**src/rtl/ctrl_pkg.sv**
```systemverilog
// Shared types and encodings for the MIPS-subset multi-cycle controller:
// FSM states, instruction opcode/func fields and ALU operation codes.
package ctrl_pkg;

    typedef enum logic [2:0] {
        IDLE,
        FETCH,
        DECODE,
        EXEC,
        MEM,
        WB,
        HALT
    } state_t;

    localparam logic [5:0] OP_RTYPE = 6'h00;
    localparam logic [5:0] OP_J     = 6'h02;
    localparam logic [5:0] OP_BEQ   = 6'h04;
    localparam logic [5:0] OP_ADDI  = 6'h08;
    localparam logic [5:0] OP_LW    = 6'h23;
    localparam logic [5:0] OP_SW    = 6'h2B;
    localparam logic [5:0] OP_HALT  = 6'h3F;

    localparam logic [5:0] FN_SLL   = 6'h00;
    localparam logic [5:0] FN_ADD   = 6'h20;
    localparam logic [5:0] FN_SUB   = 6'h22;
    localparam logic [5:0] FN_AND   = 6'h24;
    localparam logic [5:0] FN_OR    = 6'h25;
    localparam logic [5:0] FN_SLT   = 6'h2A;

    localparam logic [3:0] ALU_ADD  = 4'd0;
    localparam logic [3:0] ALU_SUB  = 4'd1;
    localparam logic [3:0] ALU_AND  = 4'd2;
    localparam logic [3:0] ALU_OR   = 4'd3;
    localparam logic [3:0] ALU_SLT  = 4'd4;
    localparam logic [3:0] ALU_SLL  = 4'd5;
    localparam logic [3:0] ALU_NOP  = 4'd15;

endpackage

```
**src/rtl/mips_multicycle_ctrl_if.sv**
```systemverilog
// Instruction/data memory handshake between the controller (master) and the
// memory side (slave): request strobes out, acknowledges back.
interface mips_multicycle_ctrl_if;
    logic fetch_req;
    logic fetch_ack;
    logic mem_req;
    logic mem_we;
    logic mem_ack;

    modport master (
        output fetch_req,
        output mem_req,
        output mem_we,
        input  fetch_ack,
        input  mem_ack
    );

    modport slave (
        input  fetch_req,
        input  mem_req,
        input  mem_we,
        output fetch_ack,
        output mem_ack
    );
endinterface

```
**src/rtl/ctrl_alu_dec.sv**
```systemverilog
// Combinational opcode/func decode into ALU operation, immediate-operand
// select and a legality flag for the supported instruction subset.
module ctrl_alu_dec
    import ctrl_pkg::*;
(
    input  logic [5:0] opcode,
    input  logic [5:0] func,
    output logic [3:0] alu_op,
    output logic       alu_src_imm,
    output logic       legal
);

    always_comb begin
        alu_op      = ALU_NOP;
        alu_src_imm = 1'b0;
        legal       = 1'b1;
        case (opcode)
            OP_RTYPE: begin
                case (func)
                    FN_ADD:  alu_op = ALU_ADD;
                    FN_SUB:  alu_op = ALU_SUB;
                    FN_AND:  alu_op = ALU_AND;
                    FN_OR:   alu_op = ALU_OR;
                    FN_SLT:  alu_op = ALU_SLT;
                    FN_SLL:  alu_op = ALU_SLL;
                    default: legal  = 1'b0;
                endcase
            end
            OP_ADDI, OP_LW, OP_SW: begin
                alu_op      = ALU_ADD;
                alu_src_imm = 1'b1;
            end
            OP_BEQ:        alu_op = ALU_SUB;
            OP_J, OP_HALT: alu_op = ALU_NOP;
            default:       legal  = 1'b0;
        endcase
    end

endmodule

```
**src/rtl/mips_multicycle_ctrl.sv**
```systemverilog
// Multi-cycle control FSM for the MIPS-subset datapath (fetch/decode/exec/mem/wb).
// Define CTRL_PERF_CNT_EN to build the retired-instruction counter; otherwise retired is 0.
//
//   state  | meaning
//   IDLE   | waiting for start
//   FETCH  | fetch_req high until fetch_ack, ir_load on the ack cycle
//   DECODE | one cycle for the decoder to register IR fields
//   EXEC   | ALU operation; beq/j/halt resolve here
//   MEM    | data access for lw/sw, waiting on mem_ack
//   WB     | register file write, PC += 4
//   HALT   | terminal; only reset leaves
module mips_multicycle_ctrl
    import ctrl_pkg::*;
#(
    parameter int MEM_TIMEOUT = 16,
    parameter int CNT_W       = 32
) (
    input  logic                   clk,
    input  logic                   reset,
    input  logic                   start,
    input  logic [5:0]             opcode,
    input  logic [5:0]             func,
    input  logic                   alu_zero,
    mips_multicycle_ctrl_if.master bus,
    output logic                   ir_load,
    output logic [3:0]             alu_op,
    output logic                   alu_src_imm,
    output logic                   rf_we,
    output logic                   rf_dst_rd,
    output logic                   rf_src_mem,
    output logic                   pc_inc,
    output logic                   pc_branch,
    output logic                   pc_jump,
    output logic                   busy,
    output logic                   halted,
    output logic                   illegal,
    output logic                   bus_err,
    output logic [CNT_W-1:0]       retired
);

    localparam int TMR_W = (MEM_TIMEOUT > 1) ? $clog2(MEM_TIMEOUT) : 1;
    localparam logic [TMR_W-1:0] TMR_LAST = TMR_W'(MEM_TIMEOUT - 1);

    state_t           state;
    logic [TMR_W-1:0] timer;

    logic [3:0] dec_alu_op;
    logic       dec_src_imm;
    logic       dec_legal;

    logic fetch_req_w;
    logic mem_req_w;
    logic mem_we_w;
    logic retire;

    logic is_rtype;
    logic is_lw;
    logic is_sw;

    assign is_rtype = (opcode == OP_RTYPE);
    assign is_lw    = (opcode == OP_LW);
    assign is_sw    = (opcode == OP_SW);

    ctrl_alu_dec u_alu_dec (
        .opcode      (opcode),
        .func        (func),
        .alu_op      (dec_alu_op),
        .alu_src_imm (dec_src_imm),
        .legal       (dec_legal)
    );

    always_ff @(posedge clk) begin
        if (reset) begin
            state   <= IDLE;
            timer   <= '0;
            halted  <= 1'b0;
            illegal <= 1'b0;
            bus_err <= 1'b0;
        end else begin
            case (state)
                IDLE: begin
                    if (start) begin
                        state <= FETCH;
                        timer <= '0;
                    end
                end
                FETCH: begin
                    // an ack landing on the last allowed cycle still wins
                    if (bus.fetch_ack) begin
                        state <= DECODE;
                    end else if (timer == TMR_LAST) begin
                        bus_err <= 1'b1;
                        halted  <= 1'b1;
                        state   <= HALT;
                    end else begin
                        timer <= timer + TMR_W'(1);
                    end
                end
                DECODE: state <= EXEC;
                EXEC: begin
                    timer <= '0;
                    if (!dec_legal) begin
                        illegal <= 1'b1;
                        halted  <= 1'b1;
                        state   <= HALT;
                    end else begin
                        case (opcode)
                            OP_LW, OP_SW: state <= MEM;
                            OP_BEQ, OP_J: state <= FETCH;
                            OP_HALT: begin
                                halted <= 1'b1;
                                state  <= HALT;
                            end
                            default:      state <= WB;
                        endcase
                    end
                end
                MEM: begin
                    if (bus.mem_ack) begin
                        timer <= '0;
                        state <= is_lw ? WB : FETCH;
                    end else if (timer == TMR_LAST) begin
                        bus_err <= 1'b1;
                        halted  <= 1'b1;
                        state   <= HALT;
                    end else begin
                        timer <= timer + TMR_W'(1);
                    end
                end
                WB: begin
                    timer <= '0;
                    state <= FETCH;
                end
                HALT:    state <= HALT;
                default: state <= IDLE;
            endcase
        end
    end

    // Enables follow the state; ir_load, the beq PC select and the sw PC
    // increment also track the same-cycle ack/zero inputs.
    always_comb begin
        fetch_req_w = 1'b0;
        mem_req_w   = 1'b0;
        mem_we_w    = 1'b0;
        ir_load     = 1'b0;
        alu_op      = ALU_NOP;
        alu_src_imm = 1'b0;
        rf_we       = 1'b0;
        rf_dst_rd   = 1'b0;
        rf_src_mem  = 1'b0;
        pc_inc      = 1'b0;
        pc_branch   = 1'b0;
        pc_jump     = 1'b0;
        retire      = 1'b0;
        case (state)
            FETCH: begin
                fetch_req_w = 1'b1;
                ir_load     = bus.fetch_ack;
            end
            EXEC: begin
                alu_op      = dec_alu_op;
                alu_src_imm = dec_src_imm;
                if (dec_legal) begin
                    case (opcode)
                        OP_BEQ: begin
                            pc_branch = alu_zero;
                            pc_inc    = ~alu_zero;
                            retire    = 1'b1;
                        end
                        OP_J: begin
                            pc_jump = 1'b1;
                            retire  = 1'b1;
                        end
                        OP_HALT: retire = 1'b1;
                        default: retire = 1'b0;
                    endcase
                end
            end
            MEM: begin
                mem_req_w = 1'b1;
                mem_we_w  = is_sw;
                if (bus.mem_ack && is_sw) begin
                    pc_inc = 1'b1;
                    retire = 1'b1;
                end
            end
            WB: begin
                rf_we      = 1'b1;
                rf_dst_rd  = is_rtype;
                rf_src_mem = is_lw;
                pc_inc     = 1'b1;
                retire     = 1'b1;
            end
            default: retire = 1'b0;
        endcase
    end

    assign bus.fetch_req = fetch_req_w;
    assign bus.mem_req   = mem_req_w;
    assign bus.mem_we    = mem_we_w;
    assign busy          = (state != IDLE) && (state != HALT);

`ifdef CTRL_PERF_CNT_EN
    always_ff @(posedge clk) begin
        if (reset) begin
            retired <= '0;
        end else if (retire) begin
            retired <= retired + CNT_W'(1);
        end
    end
`else
    logic unused_retire;
    assign unused_retire = retire;
    assign retired       = '0;
`endif

endmodule

```
**src/flat_wrapper.sv**
```systemverilog
// flat-port wrapper written by rule: the top's interface ports become plain ports
module mips_multicycle_ctrl_flat import ctrl_pkg::*;
#(
    parameter int MEM_TIMEOUT = 16,
    parameter int CNT_W       = 32
)
  (clk, reset, start, opcode, func, alu_zero, ir_load, alu_op, alu_src_imm, rf_we, rf_dst_rd, rf_src_mem, pc_inc, pc_branch, pc_jump, busy, halted, illegal, bus_err, retired, bus_fetch_req, bus_mem_req, bus_mem_we, bus_fetch_ack, bus_mem_ack);
  mips_multicycle_ctrl_if bus_i ();
  input  logic clk;
  input  logic reset;
  input  logic start;
  input  logic [5:0] opcode;
  input  logic [5:0] func;
  input  logic alu_zero;
  output logic ir_load;
  output logic [3:0] alu_op;
  output logic alu_src_imm;
  output logic rf_we;
  output logic rf_dst_rd;
  output logic rf_src_mem;
  output logic pc_inc;
  output logic pc_branch;
  output logic pc_jump;
  output logic busy;
  output logic halted;
  output logic illegal;
  output logic bus_err;
  output logic [CNT_W-1:0] retired;
  output wire logic [$bits(bus_i.fetch_req)-1:0] bus_fetch_req;
  output wire logic [$bits(bus_i.mem_req)-1:0] bus_mem_req;
  output wire logic [$bits(bus_i.mem_we)-1:0] bus_mem_we;
  input wire logic [$bits(bus_i.fetch_ack)-1:0] bus_fetch_ack;
  input wire logic [$bits(bus_i.mem_ack)-1:0] bus_mem_ack;
  assign bus_fetch_req = bus_i.fetch_req;
  assign bus_mem_req = bus_i.mem_req;
  assign bus_mem_we = bus_i.mem_we;
  assign bus_i.fetch_ack = bus_fetch_ack;
  assign bus_i.mem_ack = bus_mem_ack;
  mips_multicycle_ctrl #(.MEM_TIMEOUT(MEM_TIMEOUT), .CNT_W(CNT_W)) u_core (.clk(clk), .reset(reset), .start(start), .opcode(opcode), .func(func), .alu_zero(alu_zero), .bus(bus_i), .ir_load(ir_load), .alu_op(alu_op), .alu_src_imm(alu_src_imm), .rf_we(rf_we), .rf_dst_rd(rf_dst_rd), .rf_src_mem(rf_src_mem), .pc_inc(pc_inc), .pc_branch(pc_branch), .pc_jump(pc_jump), .busy(busy), .halted(halted), .illegal(illegal), .bus_err(bus_err), .retired(retired));
endmodule
```
**config.mk**
```make
export PLATFORM = sky130hd
export DESIGN_NAME = mips_multicycle_ctrl_flat
export DESIGN_NICKNAME = d
export VERILOG_FILES = /design/src/rtl/ctrl_pkg.sv /design/src/rtl/mips_multicycle_ctrl_if.sv /design/src/rtl/ctrl_alu_dec.sv /design/src/rtl/mips_multicycle_ctrl.sv /design/src/flat_wrapper.sv
export SDC_FILE = /design/constraint.sdc
export NUM_CORES = 1
export LEC_CHECK = 0
export ABC_CLOCK_PERIOD_IN_PS = 5000
export CAP_MARGIN = 20
export CORE_MARGIN = 2
export CORE_UTILIZATION = 30
export CTS_BUF_LIST = sky130_fd_sc_hd__clkbuf_4 sky130_fd_sc_hd__clkbuf_8
export CTS_CLUSTER_SIZE = 30
export DETAILED_ROUTE_END_ITERATION = 10
export PLACE_DENSITY = 0.76
export SETUP_SLACK_MARGIN = 0.5
export SLEW_MARGIN = 20
export SYNTH_ARGS = -nofsm -noshare
export SYNTH_HDL_FRONTEND = slang
export SYNTH_SLANG_ARGS = --single-unit
```
**constraint.sdc**
```tcl
create_clock -name clk -period 5 [get_ports clk]
set_input_delay 1 -clock clk [delete_from_list [all_inputs] [get_ports clk]]
set_output_delay 1 -clock clk [all_outputs]
set_load 0.01 [all_outputs]
```
Word-level counts from Yosys, hierarchy flattened
Cells that the tools add are included.
{ "classes": {"n_addsub": 1, "eq_ne": 23, "mux": 47, "bitwise_logic": 2, "n_reduce_logical": 19} }
{ "op_table": {"columns": ["op", "count"], "rows": [
  ["6-bit equality test (second input constant)", 8],
  ["1-bit two-way mux", 27],
  ["4-bit case mux with 6 select lines", 1],
  ["3-bit case mux with 7 select lines", 1],
  ["4-bit two-way mux", 5],
  ["3-bit two-way mux", 6],
  ["4-bit case mux with 4 select lines", 1],
  ["6-bit zero test", 2],
  ["4-bit case mux with 3 select lines", 1],
  ["6-bit OR reduction", 2],
  ["3-bit equality test (second input constant)", 3],
  ["3-bit case mux with 3 select lines", 1],
  ["3-bit by 2-bit equality test with 1-bit output (second input constant)", 2],
  ["6-bit by 2-bit equality test with 1-bit output (second input constant)", 1],
  ["6-bit by 3-bit equality test with 1-bit output (second input constant)", 1],
  ["6-bit by 4-bit equality test with 1-bit output (second input constant)", 1],
  ["2-bit inequality test (second input constant)", 3],
  ["3-bit inequality test (second input constant)", 2],
  ["1-bit case mux with 3 select lines", 2],
  ["3-bit AND reduction", 2],
  ["3-bit nonzero test", 2],
  ["2-bit OR reduction", 3],
  ["4-bit by 1-bit adder with 4-bit output (second input constant)", 1],
  ["4-bit equality test (second input constant)", 1],
  ["10 further kinds", 13]
]} }
{ "word_totals": {"reg_bits": 10, "input_bits": 18, "out_inout_bits": 51, "wordCells": 97} }

Longest topological paths before layout
{ "depth": {"word_depth": 6, "depth_mapped": 6, "depth_no_buf": 6} }

By module
A second synthesis with hierarchy kept.
{ "hier_totals": {"hier_cells": 163, "hier_area_um2": 1232.4} }
{ "by_module_without_submodules": {"columns": ["mod", "instances", "cells_each", "area_per_inst_um2", "seq_area_each_um2"], "rows": [
  ["mips_multicycle_ctrl", 1, 134, 1038.5, 200.2],
  ["ctrl_alu_dec", 1, 29, 193.9, 0.0]
]} }

Least setup slack after synthesis
OpenSTA, ideal clock, no wires.
{ "synth_path": {"path_kind": "in2out", "startpoint": "input opcode[1]", "endpoint": "output alu_op[1]", "t_arrival_ns": 2.260, "required_time_ns": 4.000, "setup_slack_ns": 1.740, "path_stages": 5, "path_buffers": 0, "cell_sequence": "or3_1 a2111oi_2 a21boi_2 o21ai_2 a41o_1"} }
{ "synth_between": {"elab_chain_cells": 4, "elab_cells_between_ends": 8, "classes_between": "4 x eq/ne; 2 x mux; 2 x reduce/logical"} }
{ "synth_rtl": {"columns": ["element", "line_no", "rtl"], "rows": [
  ["start, declared", "flat_wrapper.sv:12", "input logic [5:0] opcode;"],
  ["6-bit by 4-bit equality test with 1-bit output / 6-bit equality test (equally long branches)", "ctrl_alu_dec.sv:17", "case (opcode)"],
  ["3-bit OR reduction", "ctrl_alu_dec.sv:17", null],
  ["4-bit case mux with 3 select lines *", "ctrl_alu_dec.sv:17", null],
  ["4-bit two-way mux *", "mips_multicycle_ctrl.sv:156", "case (state)"],
  ["end, declared", "flat_wrapper.sv:16", "output logic [3:0] alu_op;"]
]} }
Every way passes the cells marked *; elsewhere a longest branch is shown, timed or not.

Worst setup path after layout
Ends and elaborated chain as after synthesis.

==> run metrics <==
outcome=completed; most common cell after layout, fill and taps aside=sky130_fd_sc_hd__clkdlybuf4s50_1; clock edge transition at the registers on the reported setup and hold paths=0.05 ns; worst hold slack=0.4663 ns; number of buffers created by CTS=3; H-tree levels=1; final number of hold-violating endpoints=0; Starting DRT DRC Count=44; cell-by-cell listing of the critical path=clkdlybuf4s50_1 -> or3_1 -> a2111oi_2 -> a21boi_2 -> o21ai_2 -> a41o_1 -> clkdlybuf4s50_1; Initial Utilization=31.27%; final clock skew=0.005020 ns; highest cell delay on the worst timing path=0.50 ns; fin area=0.001468 sq mm; Worst Hold Class=register to register; Crit path max-delay family=buffers and inverters; buffers and inverters on the worst path=2; antenna diode instance count=0; wire length of the first global-routing pass=4581 um; Relative slew margins=57.59%; remaining antenna violation count after routing=0; area post-placement=0.001426 sq mm; register bit count reported by yosys=10; met1 Track Usage GR=17.24%; weighted congestion reported at the end of routability-driven placement=0.8606; switching share of total power=32.51%; critical path data required time=4.00 ns; internal power component=0.0001687 W; count of filler cells inserted in the layout=387; overall global routing resource usage=13.47%; share of synthesized area occupied by flip-flops and latches=17.49%; total die area=0.004326 sq mm; fraction of layout instances using a drive strength above 1=4.103%; Layout area overhead=28.20%; ports placed on the boundary=69; combinational power share=30.4%; GR Util met3=2.215%; total of buffers placed on input and output ports=36; via count of the first global-routing pass=1015; count of standard-cell rows=22; total number of vias=1197; Worst Setup Path Type=input port to primary output; final setup fails=0; Max Fclk=235.1 MHz; Max FO, Critical Path=6; average detailed-routed wire length per instance=11.53 um; total gr overflow=0; first-pass iteration count of the detailed router=4; Leakage=0.5736 nW; Worst Max-Slew Pin Slew=0.6279 ns; final worst-path cycle share=85.07%; antenna violations before repair=0; number of instances in the synthesized netlist=161; DRC violation count after routing=0; busiest layer in global routing=met2; number of flops mapped to enable cells by yosys=0; P per Cell Area=170.4 mW/mm^2; FFs w/ async S/R, synth=0%; Via density=4.926; final-report max-slew violation count=0; top library cells by usage in the layout, fill and taps aside=36 x sky130_fd_sc_hd__clkdlybuf4s50_1, 32 x sky130_fd_sc_hd__conb_1, 20 x sky130_fd_sc_hd__nor2_1; maximum count of clock buffers along a single path=2; core area=0.003661 sq mm; Arrival @ worst endpoint=3.25 ns; Avg Inst Size Synth=7.111 sq um; pin count of the biggest net entering global routing=16; CTS tree=done; cell at the root of the clock tree=sky130_fd_sc_hd__clkbuf_8; number of distinct library cells after synthesis=46; Post-CTS Setup Bufs=0; number of clock sinks seen by CTS=10; Setup crit end kind=primary output; Critical Path Slowest Stage Cell=sky130_fd_sc_hd__clkdlybuf4s50_1; first element of the critical path=opcode[1]; Warnings, synthesis=0; count of hold-fix buffers inserted at cts=0; Worst Hold Launch=u_core.illegal; worst supply voltage drop on vdd=105.7 uV; hpwl dp=2194 um; main flop type after synthesis=sky130_fd_sc_hd__dfxtp_1; type of element launching the critical path=input port; total of cells resized after clock tree synthesis=0; reg-to-reg startpoint=u_core.state[2]; die height=65.78 um; cell repeated most along the worst path=sky130_fd_sc_hd__clkdlybuf4s50_1; Total Neg Setup Slack=0 ns; Skew-Pair Late Insertion Delay=0.24 ns; power spent charging and discharging nets=0.00008129 W; Nets=216; grt met2 use=21.72%; max-cap viol count=0; final critical delay including setup and external delays=4.253 ns; setup repair after global routing missed its margin=false; sequential fraction of design power=36.1%; cell area after synthesis=0.001145 sq mm; Horiz. Die Dim=65.78 um; clock share of power=33.4%; DRT Wirelength=2801 um
[flip-flops by register name, summed over array words and instances, names as in the netlist]
signal and cells:
u_core.halted 1, u_core.state 3, u_core.illegal 1, u_core.bus_err 1
u_core.timer 4
[cell type report]
| type | count | area (sq um) | area share, % |
|---|---|---|---|
| Clock buffer | 3 | 41.29 | 2.813 |
| Inverter | 4 | 15.01 | 1.023 |
| Multi-Input combinational cell | 142 | 790.8 | 53.88 |
| Sequential cell | 10 | 200.2 | 13.64 |
| Tap cell | 48 | 60.06 | 4.092 |
| Timing Repair Buffer | 36 | 360.3 | 24.55 |
[logic make-up after synthesis]
logic type | after synthesis | synth area share (%)
adder cells (fa/ha/maj) | 1 | 1.093
buffers and inverters | 40 | 23.61
AND/OR/NAND/NOR | 60 | 26.78
multiplexers | 1 | 0.8744
AO/OA/AOI/OAI | 45 | 27.54
XOR/XNOR | 3 | 2.296
other | 1 | 0.3276
flip-flops | 10 | 17.49
[power groups by stage]
stage | logic (W) | clock network [W] | registers (W)
2_1_floorplan | 0.0000646 | 0 | 0.0000880
3_3_place_gp | 0.0000747 | 0 | 0.0000915
3_5_place_dp | 0.0000748 | 0 | 0.0000916
4_1_cts | 0.0000756 | 0.0000838 | 0.0000902
5_1_grt | 0.0000849 | 0.0000890 | 0.0000910
6_report | 0.0000761 | 0.0000836 | 0.0000903
[worst paths after layout]
kind                          end  cells past startpoint  slack (ns)
hold / removal     u_core.illegal                      2        0.47
setup / recovery        alu_op[1]                      7        0.75
setup reg to reg  u_core.timer[2]                      4        3.28
hold reg to reg    u_core.illegal                      2        0.47
[synthesized netlist by cell type, types with 5 or more instances]
cell / instances / area [sq um]
sky130_fd_sc_hd__buf_4: 32 / 240.2
sky130_fd_sc_hd__nor2_1: 20 / 75.07
sky130_fd_sc_hd__nand3_1: 6 / 30.03
sky130_fd_sc_hd__nor3_1: 5 / 25.02
sky130_fd_sc_hd__dfxtp_1: 10 / 200.2
sky130_fd_sc_hd__a21oi_1: 9 / 45.04
sky130_fd_sc_hd__nor2b_1: 5 / 31.28
sky130_fd_sc_hd__nand2_1: 6 / 22.52
sky130_fd_sc_hd__o21ai_0: 7 / 35.03
sky130_fd_sc_hd__a31oi_1: 5 / 31.28
[metal layers]
layer,wire [um],part of all wire [%]
met3,169,6.0
met4,78,2.8
met2,1308,47
met5,0,0
met1,1244,44
[through the flow]
stage	power, W	instances	utilization, %	worst slack (ns)
4_1_cts	0.0002495	243	40.09	0.7215
2_1_floorplan	0.0001525	192	-	1.740
5_1_grt	0.0002649	243	40.09	0.5810
3_5_place_dp	0.0001664	240	38.96	0.7227
3_3_place_gp	0.0001662	240	38.96	0.7848
6_report	0.0002500	243	40.09	0.7466
[worst register-to-register path, stage by stage, from the launching register on]
cell                       delay, ns
sky130_fd_sc_hd__dfxtp_1        0.59
sky130_fd_sc_hd__nand2b_1       0.30
sky130_fd_sc_hd__nor2_1         0.11
sky130_fd_sc_hd__or3_1          0.44
sky130_fd_sc_hd__a211oi_1       0.19
Note: power is estimated with default switching activity, not from simulation.
